### src/rtl/vx_vec_lane_sequencer_pkg.sv
// Shared types and widths for the vector lane sequencer slice.
//  - data_t     : one full-warp dispatch packet (scalar fields + per-thread operands)
//  - op_args_t  : operation argument bundle carried with each packet
//  - seq_state_e: sequencer FSM states
//  - log2up     : index width helper that never returns less than 1
package vx_vec_lane_sequencer_pkg;

    localparam int NUM_THREADS   = 4;
    localparam int XLEN          = 32;
    localparam int UUID_WIDTH    = 16;
    localparam int ISSUE_WIS_W   = 2;
    localparam int PC_BITS       = 32;
    localparam int INST_ALU_BITS = 4;
    localparam int NR_BITS       = 6;
    localparam int NT_WIDTH      = 2;

    typedef struct packed {
        logic       use_imm;
        logic       is_w;
        logic [5:0] imm_sel;
    } op_args_t;

    typedef struct packed {
        logic [UUID_WIDTH-1:0]                uuid;
        logic [ISSUE_WIS_W-1:0]               wis;
        logic [NUM_THREADS-1:0]               tmask;
        logic [PC_BITS-1:0]                   PC;
        logic [INST_ALU_BITS-1:0]             op_type;
        op_args_t                             op_args;
        logic                                 wb;
        logic [NR_BITS-1:0]                   rd;
        logic [NT_WIDTH-1:0]                  tid;
        logic [NUM_THREADS-1:0][XLEN-1:0]     rs1_data;
        logic [NUM_THREADS-1:0][XLEN-1:0]     rs2_data;
        logic [NUM_THREADS-1:0][XLEN-1:0]     rs3_data;
    } data_t;

    typedef enum logic {
        ST_IDLE  = 1'b0,
        ST_ISSUE = 1'b1
    } seq_state_e;

    function automatic int log2up(input int n);
        return (n > 1) ? $clog2(n) : 1;
    endfunction

endpackage

### src/rtl/vx_dispatch_v_if.sv
// Dispatch stream interface: valid/data/ready handshake carrying one data_t packet.
//  master: drives valid, data; receives ready
//  slave : receives valid, data; drives ready
interface vx_dispatch_v_if;
    logic                           valid;
    vx_vec_lane_sequencer_pkg::data_t data;
    logic                           ready;

    modport master (output valid, output data, input ready);
    modport slave  (input valid, input data, output ready);
endinterface

### src/rtl/vx_vec_lane_sequencer_block_sel.sv
// Combinational block selector. Each block is a NUM_LANES-wide slice of the thread mask;
// a block is "live" when any bit of its slice is set.
//  in_tmask  : mask of the packet being accepted -> first_pid (lowest live block, 0 if none)
//  cur_tmask : mask of the held packet
//  cur_pid   : block currently being emitted     -> next_pid / has_next (lowest live block above cur_pid)
module vx_vec_lane_sequencer_block_sel
    import vx_vec_lane_sequencer_pkg::*;
#(
    parameter  int NUM_LANES   = 2,
    localparam int BLOCK_COUNT = NUM_THREADS / NUM_LANES,
    localparam int PID_W       = log2up(BLOCK_COUNT)
) (
    input  logic [NUM_THREADS-1:0] in_tmask,
    input  logic [NUM_THREADS-1:0] cur_tmask,
    input  logic [PID_W-1:0]       cur_pid,
    output logic [PID_W-1:0]       first_pid,
    output logic [PID_W-1:0]       next_pid,
    output logic                   has_next
);

    logic [BLOCK_COUNT-1:0] in_live;
    logic [BLOCK_COUNT-1:0] cur_live;

    // NOTE: combinational blocks use blocking '=' with a default first, so every path
    // assigns every output and no latch is inferred.
    always_comb begin
        in_live   = '0;
        cur_live  = '0;
        first_pid = '0;
        next_pid  = '0;
        has_next  = 1'b0;
        for (int b = 0; b < BLOCK_COUNT; b++) begin
            in_live[b]  = |in_tmask[b*NUM_LANES +: NUM_LANES];
            cur_live[b] = |cur_tmask[b*NUM_LANES +: NUM_LANES];
        end
        // Walk downward so the lowest matching block is the last one written.
        for (int b = BLOCK_COUNT - 1; b >= 0; b--) begin
            if (in_live[b]) begin
                first_pid = PID_W'(b);
            end
            if (cur_live[b] && (b > int'(cur_pid))) begin
                next_pid = PID_W'(b);
                has_next = 1'b1;
            end
        end
    end

endmodule

### src/rtl/vx_vec_lane_sequencer.sv
// Vector lane sequencer: latches one full-warp dispatch packet and replays it as
// NUM_LANES-wide beats, skipping blocks whose tmask slice is empty. sop/eop frame the packet.
//  clk, reset_n      : clock, asynchronous active-low reset
//  dispatch_if       : slave side of the dispatch stream
//  out_valid/ready   : beat handshake toward the execute lanes
//  out_uuid..out_tid : packet scalar fields, constant across all beats of a packet
//  out_tmask         : tmask slice of the current beat
//  out_pid           : current block index; out_sop/out_eop first/last beat flags
//  out_rs1/2/3       : operand slices, lane i = thread pid*NUM_LANES+i
module vx_vec_lane_sequencer
    import vx_vec_lane_sequencer_pkg::*;
#(
    parameter  int NUM_LANES   = 2,
    localparam int BLOCK_COUNT = NUM_THREADS / NUM_LANES,
    localparam int PID_W       = log2up(BLOCK_COUNT)
) (
    input  logic                          clk,
    input  logic                          reset_n,
    vx_dispatch_v_if.slave                dispatch_if,
    output logic                          out_valid,
    input  logic                          out_ready,
    output logic [UUID_WIDTH-1:0]         out_uuid,
    output logic [ISSUE_WIS_W-1:0]        out_wis,
    output logic [NUM_LANES-1:0]          out_tmask,
    output logic [PC_BITS-1:0]            out_PC,
    output logic [INST_ALU_BITS-1:0]      out_op_type,
    output logic [$bits(op_args_t)-1:0]   out_op_args,
    output logic                          out_wb,
    output logic [NR_BITS-1:0]            out_rd,
    output logic [NT_WIDTH-1:0]           out_tid,
    output logic [PID_W-1:0]              out_pid,
    output logic                          out_sop,
    output logic                          out_eop,
    output logic [NUM_LANES*XLEN-1:0]     out_rs1,
    output logic [NUM_LANES*XLEN-1:0]     out_rs2,
    output logic [NUM_LANES*XLEN-1:0]     out_rs3
);

    seq_state_e       state_q, state_d;
    data_t            pkt_q;
    logic [PID_W-1:0] pid_q;
    logic             sop_q;
    logic [PID_W-1:0] first_pid, next_pid;
    logic             has_next;
    logic             accept, beat_fire, beat_last;

    vx_vec_lane_sequencer_block_sel #(
        .NUM_LANES (NUM_LANES)
    ) u_block_sel (
        .in_tmask  (dispatch_if.data.tmask),
        .cur_tmask (pkt_q.tmask),
        .cur_pid   (pid_q),
        .first_pid (first_pid),
        .next_pid  (next_pid),
        .has_next  (has_next)
    );

    // A new packet is taken when idle, or on the final beat's handshake so that
    // consecutive packets stream without a bubble.
    assign beat_fire         = out_valid && out_ready;
    assign beat_last         = out_valid && !has_next;
    assign dispatch_if.ready = (state_q == ST_IDLE) || (beat_fire && beat_last);
    assign accept            = dispatch_if.valid && dispatch_if.ready;

    // State register
    always_ff @(posedge clk or negedge reset_n) begin
        if (!reset_n) begin
            state_q <= ST_IDLE;
        end else begin
            state_q <= state_d;
        end
    end

    // Next-state logic
    always_comb begin
        state_d = state_q;
        case (state_q)
            ST_IDLE: begin
                if (accept) state_d = ST_ISSUE;
            end
            ST_ISSUE: begin
                if (beat_fire && beat_last) state_d = accept ? ST_ISSUE : ST_IDLE;
            end
            default: state_d = ST_IDLE;
        endcase
    end

    // Beat sequencing: pid jumps straight to the next live block; sop only on the first beat.
    always_ff @(posedge clk or negedge reset_n) begin
        if (!reset_n) begin
            pid_q <= '0;
            sop_q <= 1'b0;
        end else if (accept) begin
            pid_q <= first_pid;
            sop_q <= 1'b1;
        end else if (beat_fire) begin
            pid_q <= beat_last ? '0 : next_pid;
            sop_q <= 1'b0;
        end
    end

    // NOTE: the packet payload has no reset; out_valid qualifies it, and leaving the wide
    // datapath out of the reset tree keeps it as plain enable flops.
    always_ff @(posedge clk) begin
        if (accept) begin
            pkt_q <= dispatch_if.data;
        end
    end

    // Output logic
    always_comb begin
        out_valid   = (state_q == ST_ISSUE);
        out_sop     = sop_q;
        out_eop     = beat_last;
        out_pid     = pid_q;
        out_uuid    = pkt_q.uuid;
        out_wis     = pkt_q.wis;
        out_PC      = pkt_q.PC;
        out_op_type = pkt_q.op_type;
        out_op_args = pkt_q.op_args;
        out_wb      = pkt_q.wb;
        out_rd      = pkt_q.rd;
        out_tid     = pkt_q.tid;
        out_tmask   = pkt_q.tmask[int'(pid_q)*NUM_LANES +: NUM_LANES];
        out_rs1     = pkt_q.rs1_data[int'(pid_q)*NUM_LANES +: NUM_LANES];
        out_rs2     = pkt_q.rs2_data[int'(pid_q)*NUM_LANES +: NUM_LANES];
        out_rs3     = pkt_q.rs3_data[int'(pid_q)*NUM_LANES +: NUM_LANES];
    end

endmodule

### src/flat_wrapper.sv
// flat-port wrapper written by rule: the top's interface ports become plain ports
module vx_vec_lane_sequencer_flat import vx_vec_lane_sequencer_pkg::*;
#(
    parameter  int NUM_LANES   = 2,
    localparam int BLOCK_COUNT = NUM_THREADS / NUM_LANES,
    localparam int PID_W       = log2up(BLOCK_COUNT)
)
  (clk, reset_n, out_valid, out_ready, out_uuid, out_wis, out_tmask, out_PC, out_op_type, out_op_args, out_wb, out_rd, out_tid, out_pid, out_sop, out_eop, out_rs1, out_rs2, out_rs3, dispatch_if_valid, dispatch_if_data, dispatch_if_ready);
  vx_dispatch_v_if dispatch_if_i ();
  input  logic clk;
  input  logic reset_n;
  output logic out_valid;
  input  logic out_ready;
  output logic [UUID_WIDTH-1:0] out_uuid;
  output logic [ISSUE_WIS_W-1:0] out_wis;
  output logic [NUM_LANES-1:0] out_tmask;
  output logic [PC_BITS-1:0] out_PC;
  output logic [INST_ALU_BITS-1:0] out_op_type;
  output logic [$bits(op_args_t)-1:0] out_op_args;
  output logic out_wb;
  output logic [NR_BITS-1:0] out_rd;
  output logic [NT_WIDTH-1:0] out_tid;
  output logic [PID_W-1:0] out_pid;
  output logic out_sop;
  output logic out_eop;
  output logic [NUM_LANES*XLEN-1:0] out_rs1;
  output logic [NUM_LANES*XLEN-1:0] out_rs2;
  output logic [NUM_LANES*XLEN-1:0] out_rs3;
  input wire logic [$bits(dispatch_if_i.valid)-1:0] dispatch_if_valid;
  input wire logic [$bits(dispatch_if_i.data)-1:0] dispatch_if_data;
  output wire logic [$bits(dispatch_if_i.ready)-1:0] dispatch_if_ready;
  assign dispatch_if_i.valid = dispatch_if_valid;
  assign dispatch_if_i.data = dispatch_if_data;
  assign dispatch_if_ready = dispatch_if_i.ready;
  vx_vec_lane_sequencer #(.NUM_LANES(NUM_LANES)) u_core (.clk(clk), .reset_n(reset_n), .dispatch_if(dispatch_if_i), .out_valid(out_valid), .out_ready(out_ready), .out_uuid(out_uuid), .out_wis(out_wis), .out_tmask(out_tmask), .out_PC(out_PC), .out_op_type(out_op_type), .out_op_args(out_op_args), .out_wb(out_wb), .out_rd(out_rd), .out_tid(out_tid), .out_pid(out_pid), .out_sop(out_sop), .out_eop(out_eop), .out_rs1(out_rs1), .out_rs2(out_rs2), .out_rs3(out_rs3));
endmodule
### config.mk
export PLATFORM = sky130hd
export DESIGN_NAME = vx_vec_lane_sequencer_flat
export DESIGN_NICKNAME = d
export VERILOG_FILES = /design/src/rtl/vx_vec_lane_sequencer_pkg.sv /design/src/rtl/vx_dispatch_v_if.sv /design/src/rtl/vx_vec_lane_sequencer_block_sel.sv /design/src/rtl/vx_vec_lane_sequencer.sv /design/src/flat_wrapper.sv
export SDC_FILE = /design/constraint.sdc
export NUM_CORES = 1
export LEC_CHECK = 0
export BUFFER_PORTS_ARGS = -buffer_cell sky130_fd_sc_hd__buf_2
export CORE_AREA = 2 2 282 284
export CTS_BUF_LIST = sky130_fd_sc_hd__clkbuf_4 sky130_fd_sc_hd__clkbuf_8 sky130_fd_sc_hd__clkbuf_16
export DETAILED_ROUTE_END_ITERATION = 16
export DIE_AREA = 0 0 284 286
export PLACE_DENSITY = 0.41
export SLEW_MARGIN = 20
export SYNTH_ARGS = -nofsm -noshare
export SYNTH_HDL_FRONTEND = slang
export SYNTH_SLANG_ARGS = --single-unit
### constraint.sdc
create_clock -name clk -period 27.7 [get_ports clk]
set_input_delay 5.54 -clock clk [delete_from_list [all_inputs] [get_ports clk]]
set_output_delay 5.54 -clock clk [all_outputs]
set_load 0.01 [all_outputs]
## Word level (Yosys, flattened, before mapping)

Cells that the tools add are included.

| storage, ports and cells | value |
|---|---|
| flip-flop bits (word level) | 462 |
| input bits | 463 |
| output and inout bits | 270 |

| cells by class | value |
|---|---|
| magnitude comparators | 1 |
| shifts and indexed selects | 97 |
| multiplexer cells | 11 |
| bitwise logic cells | 1 |
| reduce and logical (&&, ||, !) cells | 11 |

Operator list:

| operator | number |
|---|---|
| $shiftx A4 B3 Y2 | 97 |
| $mux W1 | 10 |
| $reduce_or A2 Y1 | 3 |
| $logic_and A1 B1 Y1 | 5 |
| $pmux W1 S2 | 1 |
| $reduce_bool A2 Y1 | 1 |
| $gt A1 B1 Y1 const A | 1 |
| $logic_not A1 Y1 | 1 |
| $logic_or A1 B1 Y1 | 1 |
| $not A1 Y1 | 1 |

## Depth between registers and ports, before layout

| depth | value |
|---|---|
| word-level depth | 11 |
| mapped depth | 6 |

## Hierarchy

From an unflattened synthesis, not the netlist that was laid out.

| unflattened totals | value |
|---|---|
| cell total of the unflattened synthesis | 768 |
| area total of the unflattened synthesis | 17470.5 µm² |

Modules (own cells, without submodules):

| module | instances | cells an instance | area an instance (µm²) |
|---|---|---|---|
| vx_vec_lane_sequencer | 1 | 763 | 17441.7 |
| vx_vec_lane_sequencer_block_sel | 1 | 5 | 28.8 |

## Worst setup path after synthesis

Ideal clock, no wire load.

| path | value |
|---|---|
| path kind | input to register |
| from | input out_ready |
| to | register u_core.pkt_q, in the netlist u_core.out_PC[0], enable pin |
| arrival time | 25.771 ns |
| data required time | 26.356 ns |
| slack | 0.585 ns |
| stages on the path | 2 |
| cell sequence | a21boi_1 > nor2b_1 |

| on the way | value |
|---|---|
| cells in the longest elaborated chain, start to end | 4 |

Ends and longest elaborated chain:

| item | RTL line | source |
|---|---|---|
| start, declared | flat_wrapper.sv:13 | `input logic out_ready;` |
| $logic_and A1 B1 Y1 | vx_vec_lane_sequencer.sv:60 | `assign beat_fire = out_valid && out_ready;` |
| $logic_and A1 B1 Y1 | vx_vec_lane_sequencer.sv:62 | `assign dispatch_if.ready = (state_q == ST_IDLE) \|\| (beat_fire && beat_last);` |
| $logic_or A1 B1 Y1 | vx_vec_lane_sequencer.sv:62 |  |
| $logic_and A1 B1 Y1 | vx_vec_lane_sequencer.sv:63 | `assign accept = dispatch_if.valid && dispatch_if.ready;` |
| via u_core.accept | vx_vec_lane_sequencer.sv:45 | `logic accept, beat_fire, beat_last;` |
| end signal, assigned | vx_vec_lane_sequencer.sv:106 | `pkt_q <= dispatch_if.data;` |
| end, declared | vx_vec_lane_sequencer.sv:40 | `data_t pkt_q;` |

The timed path passes the listed nets, and every way through them passes these cells.
A chain may end at the register's enable or synchronous reset.

## Final worst setup path

| path | value |
|---|---|
| from | input out_ready |
| to | output dispatch_if_ready |

| on the way | value |
|---|---|
| cells in the longest elaborated chain, start to end | 3 |

Ends and longest elaborated chain:

| item | RTL line | source |
|---|---|---|
| $logic_and A1 B1 Y1 | vx_vec_lane_sequencer.sv:60 |  |
| $logic_and A1 B1 Y1 | vx_vec_lane_sequencer.sv:62 |  |
| $logic_or A1 B1 Y1 | vx_vec_lane_sequencer.sv:62 |  |
| end, declared | flat_wrapper.sv:31 | `output wire logic [$bits(dispatch_if_i.ready)-1:0] dispatch_if_ready;` |

No other way between the ends.

==> results.json <==
{
  "synth.cell_area_um2": 16900,
  "min_path_type": "reg2reg",
  "ys_seq_area_frac": 0.821,
  "die_w_um": 284,
  "worstReg2RegEnd": "u_core.out_PC[20]",
  "status": "completed",
  "drv_cap": 0,
  "async_flop_share": 0.00649,
  "final_cell_mix": "buf_2, edfxtp_1, mux2_1, clkbuf_16, clkinv_1",
  "place_congestion": 0.817,
  "syn_nets": 1229,
  "hold_violations": 0,
  "dp_slack_ns": 15.98,
  "drc": 0,
  "antenna_left": 0,
  "finalSetupViolCount": 0,
  "dr_total_vias": 9480,
  "grtUsageTotal": 0.110,
  "vdd_drop_max_mv": 0.0511,
  "wl_um": 47200,
  "yosysTopAreaCellShare": 0.816,
  "ctsRootBufferMaster": "clkbuf_16",
  "cp.arrival_ns": 6.17,
  "final_net_count": 1932,
  "clkSinkCount": 462,
  "finalCriticalPeriod_ns": 11.71,
  "drt-pass1-iter-count": 4,
  "r2r.worst_path.cells": 6,
  "ys.flop_type": "edfxtp_1",
  "r2r-start": "u_core.out_pid",
  "grt_max_degree": 174,
  "clkTransAtPathRegs_ns": 0.06,
  "crit_type": "in2out",
  "synthTopCellsByArea": "edfxtp_1, mux2_1, buf_4",
  "cp-endpoint": "dispatch_if_ready",
  "cts_tree": "yes",
  "maxSlewViolCount": 0,
  "num_rows": 103,
  "powerDensity_nw_per_um2": 81.7,
  "final_common_cell": "buf_2",
  "cp-startpoint": "out_ready",
  "antenna_found_initial": 9,
  "cts_setup_buffers": 0,
  "numPortBuffers": 732,
  "drive_gt1_frac": 0.543,
  "cts_made_buffers": 53,
  "yosysUniqueCellTypes": 20,
  "dp.final_hpwl_um": 34700,
  "synth_area_leader_cell": "edfxtp_1",
  "power_leakage_nw": 8.95,
  "fmaxAchievable_ghz": 0.0854,
  "postSynthCellCount": 766,
  "endpoint_kind": "output pin",
  "dieHeight_um": 286,
  "grt_pass1_vias": 10153,
  "grt_pass1_wl_um": 66300,
  "yosysWarningCount": 0,
  "r2r_slack_ns": 22.73,
  "holdWs_ns": 0.599,
  "clk_path_buf_depth": 3,
  "core_area_um2": 78400,
  "clk_latency_ns": 0.59,
  "avgSynthCellArea_um2": 22.0,
  "ios": 733,
  "setup_tns_ns": 0,
  "cts_hold_buf": 0,
  "gr-total-overflow": 0,
  "critPathMaxFanout": 5,
  "drtIter0Drc": 422,
  "fin_ws_ns": 15.99,
  "die-area_um2": 81200,
  "rsz0062_at_grt": "no",
  "areaGrowthSynthToFinish_pct": 36.1,
  "slew_headroom": 0.297,
  "cp-start-kind": "input pin",
  "fin_skew_ns": 0.0211,
  "synth_edf_count": 459,
  "ys_seq_elements": 462,
  "initial_core_util": 0.216,
  "post_drt_wl_per_cell_um": 18.4,
  "worstPathRequired_ns": 22.16,
  "cts_resized": 0,
  "cts_max_level": 2,
  "routed_via_density": 3.69,
  "hold_path.startpoint": "u_core.out_sop",
  "worst_pin_slew_ns": 1.06,
  "period_share": 0.423
}
==> how the worst min path moves through the flow <==
stage                     endpoint  slack, ns  cells after the start
floorplan           u_core.out_sop       0.61                      2
global placement    u_core.out_sop       0.59                      2
detailed placement  u_core.out_sop       0.59                      2
CTS                 u_core.out_sop       0.61                      2
global route        u_core.out_sop       0.62                      2
finish              u_core.out_sop       0.60                      2
==> Yosys cell counts, drive strengths merged, types with 2 or more instances <==
library cell and instances:
edfxtp 459, nor2 3, dfrtp 3, nor2b 2, buf 92, inv 2
mux2 194
==> critical path, stage by stage <==
cell and delay [ns]:
buf_2 0.13, a21boi_1 0.29, inv_1 0.06, buf_2 0.14
==> through the flow <==
step	instance area (µm²)	util	total power, mW	cells
after floorplan	16900	-	1.12	766
after global placement	21200	0.271	1.20	2463
after detailed placement	21200	0.271	1.20	2463
after CTS	22900	0.293	1.92	2561
after global routing	23000	0.293	1.97	2570
final	23000	0.293	1.88	2571
==> state kept, by name, summed over array words and instances (netlist names) <==
name	cells
u_core.pkt_q	388
u_core.out_PC	32
u_core.out_rd	6
u_core.out_sop	1
u_core.out_tid	2
u_core.out_wb	1
u_core.out_valid	1
u_core.out_op_type	4
u_core.out_wis	2
u_core.out_pid	1
u_core.out_uuid	16
u_core.out_op_args	8
==> power breakdown <==
| group | internal [mW] | switching, mW | total (mW) |
|---|---|---|---|
| registers | 0.848 | 0.0268 | 0.875 |
| clock network | 0.421 | 0.277 | 0.698 |
| logic | 0.130 | 0.176 | 0.306 |
==> final cells by class <==
class / instances / area [µm²]
timing repair buffer: 740 / 3750
multi-input combinational: 210 / 2290
fill: 8037 / 55400
tap: 1050 / 1310
sequential: 462 / 13900
inverter: 2 / 7.51
clock inverter: 36 / 314
clock buffer: 62 / 1430
antenna: 9 / 22.5
==> logic make-up (layout without fill, tap and decap cells) <==
logic type | Yosys count | count (layout) | synth area share
muxes | 194 | 194 | 0.129
buffers and inverters | 94 | 840 | 0.0442
AOI/OAI and AO/OA | 7 | 7 | 0.00296
other | 0 | 9 | 0
and+or+nand+nor | 9 | 9 | 0.00296
DFF | 462 | 462 | 0.821
==> per-layer routing <==
metal	share of wire	wire [µm]	up-vias	global-route usage
li1	-	-	4347	-
met1	0.37	17300	4651	0.119
met2	0.52	24700	411	0.195
met3	0.085	4030	69	0.0405
met4	0.024	1160	2	0.0426
met5	0.00028	13	-	0
Power figures use the tool's default switching activity.
